$ cat config.mk
export PLATFORM = sky130hd
export DESIGN_NAME = arbitro_cursor
export DESIGN_NICKNAME = d
export VERILOG_FILES = /design/src/rtl/arbitro_cursor.sv
export SDC_FILE = /design/constraint.sdc
export NUM_CORES = 1
export LEC_CHECK = 0
export CAP_MARGIN = 10
export CORE_ASPECT_RATIO = 1.25
export CORE_UTILIZATION = 45
export DETAILED_ROUTE_END_ITERATION = 16
export GPL_TIMING_DRIVEN = 0
export PLACE_DENSITY = 0.71
export SLEW_MARGIN = 15
export SYNTH_ARGS = -nofsm -noshare
export SYNTH_HDL_FRONTEND = slang
export SYNTH_SLANG_ARGS = --single-unit
$ cat constraint.sdc
create_clock -name clk -period 2.35 [get_ports clk]
set_input_delay 0.235 -clock clk [delete_from_list [all_inputs] [get_ports clk]]
set_output_delay 0.235 -clock clk [all_outputs]
set_load 0.05 [all_outputs]
$ cat src/rtl/arbitro_cursor.sv
// Turn arbiter: turns two players' button levels into cursor move, place and timeout pulses.
// Optional AUTO_REPETIR_EN: a direction still held at the end of PAUSA moves again.
module arbitro_cursor #(
  parameter int unsigned PAUSA_CICLOS = 4,
  parameter int unsigned LIMITE_TURNO = 1000
) (
  input  logic       clk,
  input  logic       reset,
  input  logic [3:0] j1_dir,
  input  logic       j1_ok,
  input  logic [3:0] j2_dir,
  input  logic       j2_ok,
  output logic       arriba,
  output logic       abajo,
  output logic       derecha,
  output logic       izquierda,
  output logic       colocar,
  output logic       timeout,
  output logic       turno,
  output logic [1:0] estado
);

  typedef enum logic [1:0] {
    ESPERA = 2'd0,
    MOVER  = 2'd1,
    PAUSA  = 2'd2,
    CAMBIO = 2'd3
  } estado_t;

  localparam logic [7:0]  PAUSA_FIN = 8'(PAUSA_CICLOS - 1);
  localparam logic [15:0] TURNO_FIN = 16'(LIMITE_TURNO - 1);

  estado_t     st_q, st_d;
  logic [4:0]  prev1_q, prev2_q;
  logic [3:0]  dir_q, dir_d;
  logic [7:0]  pausa_q, pausa_d;
  logic [15:0] timer_q, timer_d;
  logic        por_ok_q, por_ok_d;
  logic        turno_q, turno_d;

  logic [4:0]  act_cur;
  logic [4:0]  act_prev;
  logic [4:0]  sube;
  logic [3:0]  dir_sel;
  logic        expira;
  logic        fin_pausa;

  // Both players are tracked every cycle so a held button never rises at turn change.
  always_ff @(posedge clk or posedge reset) begin
    if (reset) begin
      prev1_q <= '1;
      prev2_q <= '1;
    end else begin
      prev1_q <= {j1_dir, j1_ok};
      prev2_q <= {j2_dir, j2_ok};
    end
  end

  assign act_cur  = turno_q ? {j2_dir, j2_ok} : {j1_dir, j1_ok};
  assign act_prev = turno_q ? prev2_q : prev1_q;
  assign sube     = act_cur & ~act_prev;

  assign expira    = (timer_q == TURNO_FIN);
  assign fin_pausa = (pausa_q == PAUSA_FIN);

  always_comb begin
    dir_sel = 4'b0000;
    priority case (1'b1)
      sube[4]: dir_sel = 4'b1000;
      sube[3]: dir_sel = 4'b0100;
      sube[2]: dir_sel = 4'b0010;
      sube[1]: dir_sel = 4'b0001;
      default: dir_sel = 4'b0000;
    endcase
  end

  always_ff @(posedge clk or posedge reset) begin
    if (reset) begin
      st_q     <= ESPERA;
      dir_q    <= 4'b0000;
      pausa_q  <= 8'd0;
      timer_q  <= 16'd0;
      por_ok_q <= 1'b0;
      turno_q  <= 1'b0;
    end else begin
      st_q     <= st_d;
      dir_q    <= dir_d;
      pausa_q  <= pausa_d;
      timer_q  <= timer_d;
      por_ok_q <= por_ok_d;
      turno_q  <= turno_d;
    end
  end

  always_comb begin
    st_d     = st_q;
    dir_d    = dir_q;
    pausa_d  = pausa_q;
    timer_d  = timer_q;
    por_ok_d = por_ok_q;
    turno_d  = turno_q;
    unique case (st_q)
      ESPERA: begin
        timer_d = timer_q + 16'd1;
        if (sube[0]) begin
          st_d     = CAMBIO;
          por_ok_d = 1'b1;
        end else if (expira) begin
          st_d     = CAMBIO;
          por_ok_d = 1'b0;
        end else if (|sube[4:1]) begin
          st_d  = MOVER;
          dir_d = dir_sel;
        end
      end
      MOVER: begin
        timer_d = 16'd0;
        pausa_d = 8'd0;
        st_d    = PAUSA;
      end
      PAUSA: begin
        timer_d = timer_q + 16'd1;
        pausa_d = pausa_q + 8'd1;
        if (expira) begin
          st_d     = CAMBIO;
          por_ok_d = 1'b0;
        end else if (fin_pausa) begin
`ifdef AUTO_REPETIR_EN
          if (|(dir_q & act_cur[4:1])) begin
            st_d = MOVER;
          end else begin
            st_d = ESPERA;
          end
`else
          st_d = ESPERA;
`endif
        end
      end
      CAMBIO: begin
        timer_d = 16'd0;
        turno_d = ~turno_q;
        st_d    = ESPERA;
      end
      default: st_d = ESPERA;
    endcase
  end

  assign arriba    = (st_q == MOVER) & dir_q[3];
  assign abajo     = (st_q == MOVER) & dir_q[2];
  assign derecha   = (st_q == MOVER) & dir_q[1];
  assign izquierda = (st_q == MOVER) & dir_q[0];
  assign colocar   = (st_q == CAMBIO) & por_ok_q;
  assign timeout   = (st_q == CAMBIO) & ~por_ok_q;
  assign turno     = turno_q;
  assign estado    = st_q;

endmodule

==> impl_metrics.env, run 1 <==
export IMPL_status="completed"
export IMPL_via_count=1545
export IMPL_insertedDiodeCount=0
export IMPL_fin_setup_tns_ns=0
export IMPL_core_area_um2=4425
export IMPL_worstPathArrival_ns=1.96
export IMPL_cts_path_max_buffers=2
export IMPL_p_seq_frac=0.371
export IMPL_path_cells="ha_1 -> nor2b_1 -> clkdlybuf4s50_1"
export IMPL_cp_data_required_time_ns=2.12
export IMPL_drt_iter0_markers=63
export IMPL_gp_congestion=0.7961
export IMPL_nFillCells=394
export IMPL_p_sw_frac=0.3836
export IMPL_finalPower_mw=2.469
export IMPL_grt_setup_unrepaired="false"
export IMPL_routed_via_density=5.255
export IMPL_grt_first_pass_wirelength_um=6582
export IMPL_wirelength_um=3862
export IMPL_startpoint_type="flop"
export IMPL_drc=0
export IMPL_wl_per_cell_um=13.14
export IMPL_dpl_hpwl_um=2868
export IMPL_syn_nets=226
export IMPL_drv_cap=0
export IMPL_p_sw_mw=0.9473
export IMPL_synth_simple_area_share=0.2204
export IMPL_worst_setup_path_end_kind="output port"
export IMPL_synth_enable_flop_cells=0
export IMPL_cts_setup_buffers=0
export IMPL_ys_async_sr_fraction=1.000
export IMPL_skew_ns=0.008461
export IMPL_io_pins=21
export IMPL_rows=27
export IMPL_cts_buffers=5
export IMPL_ys_seq_elements=42
export IMPL_critPathSlowestCell="clkdlybuf4s50_1"
export IMPL_fin_crit_sh=0.9353
export IMPL_hp_class="primary input to async pin"
export IMPL_synth_top_family_by_area="simple AND/OR/NAND/NOR gates"
export IMPL_htreeDepth=2
export IMPL_initial_utilization=0.4707
export IMPL_crit_type="flop to output port"
export IMPL_clock_latency_ns=0.30
export IMPL_slew_viol_final=0
export IMPL_drive_gt1_frac=0.1356
export IMPL_max_freq_mhz=455.0
export IMPL_grt_max_degree=34
export IMPL_area_growth_pct=19.64
export IMPL_synth_xor_area_frac=0.06306
export IMPL_p_clk_frac=0.226
export IMPL_synth_compound_area_frac=0.09129
export IMPL_synth_area_um2=2083
export IMPL_grt_pass1_vias=1512
export IMPL_most_common_layout_cells="dfrtp_1 (32), nor2_1 (25), inv_1 (16), clkdlybuf4s50_1 (16), nand2_1 (13)"
export IMPL_powerDensity_nw_per_um2=990.8
export IMPL_p_int_mw=1.522
export IMPL_finalHoldViolCount=0
export IMPL_antenna_found_initial=0
export IMPL_synth_sequential_area_ratio=0.5105
export IMPL_nets=254
export IMPL_clkTransAtPathRegs_ns=0.08
export IMPL_tightest_slew_ns=0.5739
export IMPL_synthMuxAreaShare=0.02523
export IMPL_setup_viol=0
export IMPL_firstDrtPassIters=4
export IMPL_slew_headroom=0.6162
export IMPL_cts_tree="done"
export IMPL_layout_commonest_cell="dfrtp_1"
export IMPL_die_x_um=62.86
export IMPL_ys_warn_count=0
export IMPL_cts_sinks=42
export IMPL_die_h_um=78.07
export IMPL_ant_nets=0
export IMPL_vdd_ir_drop_max_mv=0.4151
export IMPL_synth_cells=207
export IMPL_synth_fa_ha_area_frac=0.04204
export IMPL_port_buffer_count=20
export IMPL_period_needed_ns=2.198
export IMPL_cts_root_buf="clkbuf_8"
export IMPL_avgSynthCellArea_um2=10.06
export IMPL_grt_usage=0.1758
export IMPL_crit_fanout=6
export IMPL_synth_cell_type_count=40
export IMPL_power_share_combinational=0.403
export IMPL_p_leak_nw=1.119
export IMPL_dieArea_um2=4907
export IMPL_critPathMaxStageDelay_ns=0.80
export IMPL_synth_main_ff_cell="dfrtp_1"
export IMPL_globalRoute_totalOverflow=0
metal layers:
metal | part of all wire | GRT usage | routed length [µm] | up-vias
li1 | - | - | - | 763
met1 | 0.42 | 0.1880 | 1632 | 753
met2 | 0.53 | 0.3152 | 2041 | 21
met3 | 0.028 | 0.04942 | 110 | 8
met4 | 0.020 | 0.08605 | 78 | 0
met5 | 0 | 0 | 0 | -
registers in the layout, indices dropped and copies added (netlist names):
signal	count
pausa_q	8
timer_q	16
prev2_q	5
por_ok_q	1
turno	1
estado	2
dir_q	4
prev1_q	5
Yosys cell counts, types with 5 or more instances:
cell      instances  share of area
dfrtp_1          32           0.38
nor2_1           25          0.045
inv_1            17          0.031
nand2_1          13          0.023
nand3_1          11          0.026
dfstp_2          10           0.13
o21ai_0           9          0.022
a21oi_1           8          0.019
xnor2_1           8          0.034
ha_1              7          0.042
xor2_1            7          0.029
and2_1            5          0.015
clkbuf_1          5         0.0090
stage by stage:
stage / instance area (µm²) / hold slack [ns] / util / std cells / worst slack (ns)
finish: 2492 / 0.1812 / 0.5632 / 294 / 0.1521
global route: 2492 / 0.1927 / 0.5632 / 294 / 0.05663
CTS: 2485 / 0.1769 / 0.5615 / 294 / 0.004323
detailed placement: 2376 / 0.4492 / 0.5369 / 286 / 0.3235
global placement: 2356 / 0.4471 / 0.5324 / 285 / 0.2391
floorplan: 2083 / 0.2395 / - / 207 / 0.3889
layout make-up:
type | count | area [µm²] | area share
timing repair buffer | 21 | 226.5 | 0.09086
multi-input combinational | 141 | 920.9 | 0.3695
buffer | 7 | 35.03 | 0.01406
clock inverter | 2 | 37.54 | 0.01506
tap | 58 | 72.57 | 0.02912
inverter | 17 | 63.81 | 0.02560
sequential | 42 | 1064 | 0.4267
clock buffer | 6 | 72.57 | 0.02912
worst max-delay path, delay by kind of cell (launching register included):
family / cells / cell delay, ns
flops: 1 / 0.46
simple gates: 1 / 0.15
buf+inv: 1 / 0.80
fa+ha+maj: 1 / 0.26
cell families after synthesis:
family / count (synthesis)
AOI/OAI and AO/OA: 29
xor gates and xnor gates: 15
adders and majority gates: 7
DFF: 42
muxes: 5
and+or+nand+nor: 85
buffers and inverters: 24
worst paths after layout:
check,endpoint,slack (ns),depth (start not counted),start
worst min-delay path,timer_q[15],0.18,2,reset
worst max-delay path,timeout,0.15,3,estado[1]
worst max register to register,dir_q[3],0.39,7,timer_q[0]
max in group asynchronous,prev2_q[0],1.66,3,reset
min in group clk,prev1_q[4],0.36,1,j1_dir[3]
worst min register to register,timer_q[0],0.45,1,timer_q[0]
power by group through the flow:
stage                     Sequential (mW)  Clock (mW)  Combinational, mW
after floorplan                     0.999           0              0.650
after global placement              0.928           0              0.977
after detailed placement            0.935           0               1.01
after CTS                           0.920       0.580               1.01
after global routing                0.935       0.605               1.09
final                               0.917       0.558              0.994
what timing repair did:
item | 4_1_cts | 5_1_grt
hold buffers | 0 | 0
setup endpoints to repair | 1 | 3
resized for setup | 1 | 3
Note: power is estimated with default switching activity, not from simulation.
==> inputs of run 2 (changes only) <==
--- a/config.mk
+++ b/config.mk
@@ -6,7 +6,7 @@
 export NUM_CORES = 1
 export LEC_CHECK = 0
 export CAP_MARGIN = 10
-export CORE_ASPECT_RATIO = 1.25
+export CORE_ASPECT_RATIO = 1.5
 export CORE_UTILIZATION = 45
 export DETAILED_ROUTE_END_ITERATION = 16
 export GPL_TIMING_DRIVEN = 0
==> run 2 against run 1 <==
The flow now finishes with violations (DRC). Clock power increased by 2%. First-iteration DRC count decreased by 30%. Sequential power about the same. Core utilization decreased by 0.72 points. Sequential cell count unchanged. Register-to-register slack got worse by 0.02 ns. Final area decreased by 0.35%. Die area about the same. Setup slack got worse by 0.015 ns.
==> impl_metrics.env, run 2 (synthesis results as in run 1) <==
export IMPL_status="finished, violations left"
export IMPL_violations="DRC"
export IMPL_grt_max_degree=34
export IMPL_routed_via_density=5.264
export IMPL_p_sw_frac=0.3846
export IMPL_top_regs="timer_q: 16 flops, pausa_q: 8 flops"
export IMPL_gp_congestion=0.8147
export IMPL_p_int_mw=1.521
export IMPL_cts_path_max_buffers=2
export IMPL_hp_class="primary input to async pin"
export IMPL_slew_viol_final=0
export IMPL_io_pins=21
export IMPL_drive_gt1_frac=0.1398
export IMPL_vdd_ir_drop_max_mv=0.3621
export IMPL_ctsHoldBuffers=0
export IMPL_cts_setup_buffers=0
export IMPL_cts_buffers=5
export IMPL_pre_cts_ws_ns=0.3009
export IMPL_drc=1
export IMPL_crit_fanout=6
export IMPL_die_x_um=57.56
export IMPL_worstPathArrival_ns=1.98
export IMPL_layout_commonest_cell="dfrtp_1"
export IMPL_clkTransAtPathRegs_ns=0.08
export IMPL_p_seq_frac=0.371
export IMPL_wl_per_cell_um=13.41
export IMPL_placedCellCount=276
export IMPL_globalRoute_totalOverflow=0
export IMPL_htreeDepth=2
export IMPL_setup_viol=0
export IMPL_grt_pass1_vias=1466
export IMPL_initial_utilization=0.4664
export IMPL_max_freq_mhz=452.0
export IMPL_dieArea_um2=4911
export IMPL_fin_ws_ns=0.1374
export IMPL_port_buffer_count=20
export IMPL_rows=30
export IMPL_fin_crit_sh=0.9415
export IMPL_p_leak_nw=1.118
export IMPL_power_share_combinational=0.400
export IMPL_p_clk_frac=0.230
export IMPL_top_register="timer_q"
export IMPL_fin_setup_tns_ns=0
export IMPL_drv_cap=0
export IMPL_area_growth_pct=19.22
export IMPL_crit_type="flop to output port"
export IMPL_cts_sinks=42
export IMPL_ant_nets=0
export IMPL_insertedDiodeCount=0
export IMPL_period_needed_ns=2.213
export IMPL_grt_setup_unrepaired="false"
export IMPL_drt_iter0_markers=44
export IMPL_clock_latency_ns=0.30
export IMPL_worst_setup_path_end_kind="output port"
export IMPL_tightest_slew_ns=0.6814
export IMPL_via_count=1495
export IMPL_antenna_found_initial=0
export IMPL_finalHoldViolCount=0
export IMPL_dpl_hpwl_um=2816
export IMPL_wirelength_um=3808
export IMPL_grt_usage=0.1714
export IMPL_cts_tree="done"
export IMPL_p_sw_mw=0.9508
export IMPL_hold_worst_slack_ns=0.1759
export IMPL_firstDrtPassIters=10
export IMPL_largest_reg_flops=16
export IMPL_nets=254
export IMPL_most_common_layout_cells="dfrtp_1 (32), nor2_1 (25), inv_1 (16), clkdlybuf4s50_1 (16), nand2_1 (13)"
export IMPL_cts_resized=1
export IMPL_cp_data_required_time_ns=2.12
export IMPL_die_h_um=85.33
export IMPL_cts_root_buf="clkbuf_8"
export IMPL_grt_first_pass_wirelength_um=6492
export IMPL_slew_headroom=0.5443
export IMPL_startpoint_type="flop"
export IMPL_skew_ns=0.009018
export IMPL_stdcell_count=284
export IMPL_powerDensity_nw_per_um2=995.3
export IMPL_core_area_um2=4467
[run 2: changes by cell type in the layout (fill, tap and decap cells not counted), sizes merged]
cell / delta
clkbuf: -1
clkinvlp: +1
[run 2: worst max-delay path: stages (launching register included)]
cell and delay (ns):
dfrtp_1 0.46, ha_1 0.26, nor2b_1 0.14, clkdlybuf4s50_1 0.81
[run 2: per-layer routing]
layer,track usage,up-vias,part of all wire
li1,-,762,-
met1,0.2034,710,0.44
met2,0.2970,17,0.52
met3,0.03659,6,0.025
met4,0.06652,0,0.019
met5,0,-,0
[run 2: worst paths after layout]
| check | from | end | slack (ns) | depth (start not counted) |
|---|---|---|---|---|
| min in group clk | j1_dir[2] | prev1_q[3] | 0.36 | 1 |
| max in group asynchronous | reset | prev2_q[2] | 1.67 | 3 |
| max | estado[1] | timeout | 0.14 | 3 |
| min | reset | timer_q[7] | 0.18 | 2 |
| min reg2reg | timer_q[0] | timer_q[0] | 0.49 | 1 |
| max reg2reg | timer_q[0] | dir_q[2] | 0.37 | 7 |
[run 2: per-stage QoR]
stage | cell area [µm²] | utilization | power [mW]
2_1_floorplan | 2083 | - | 1.649
3_3_place_gp | 2344 | 0.5247 | 1.903
3_5_place_dp | 2364 | 0.5291 | 1.938
4_1_cts | 2476 | 0.5543 | 2.518
5_1_grt | 2484 | 0.5560 | 2.639
6_report | 2484 | 0.5560 | 2.472
[run 2: power groups by stage]
stage / Clock (mW) / Combinational, mW / Sequential, mW
final: 0.567 / 0.988 / 0.917
after global routing: 0.616 / 1.09 / 0.932
after CTS: 0.594 / 1.01 / 0.917
after detailed placement: 0 / 1.01 / 0.930
after global placement: 0 / 0.976 / 0.927
after floorplan: 0 / 0.650 / 0.999
[run 2: final cells by class]
cell class | instances | area [µm²]
clock inverters | 3 | 45.04
repair buffers | 21 | 226.5
inverters | 17 | 63.81
plain buffers | 7 | 35.03
flip-flops and latches | 42 | 1064
well taps | 48 | 60.06
fillers | 405 | 1983
multi-input cells | 141 | 920.9
clock buffers | 5 | 68.82
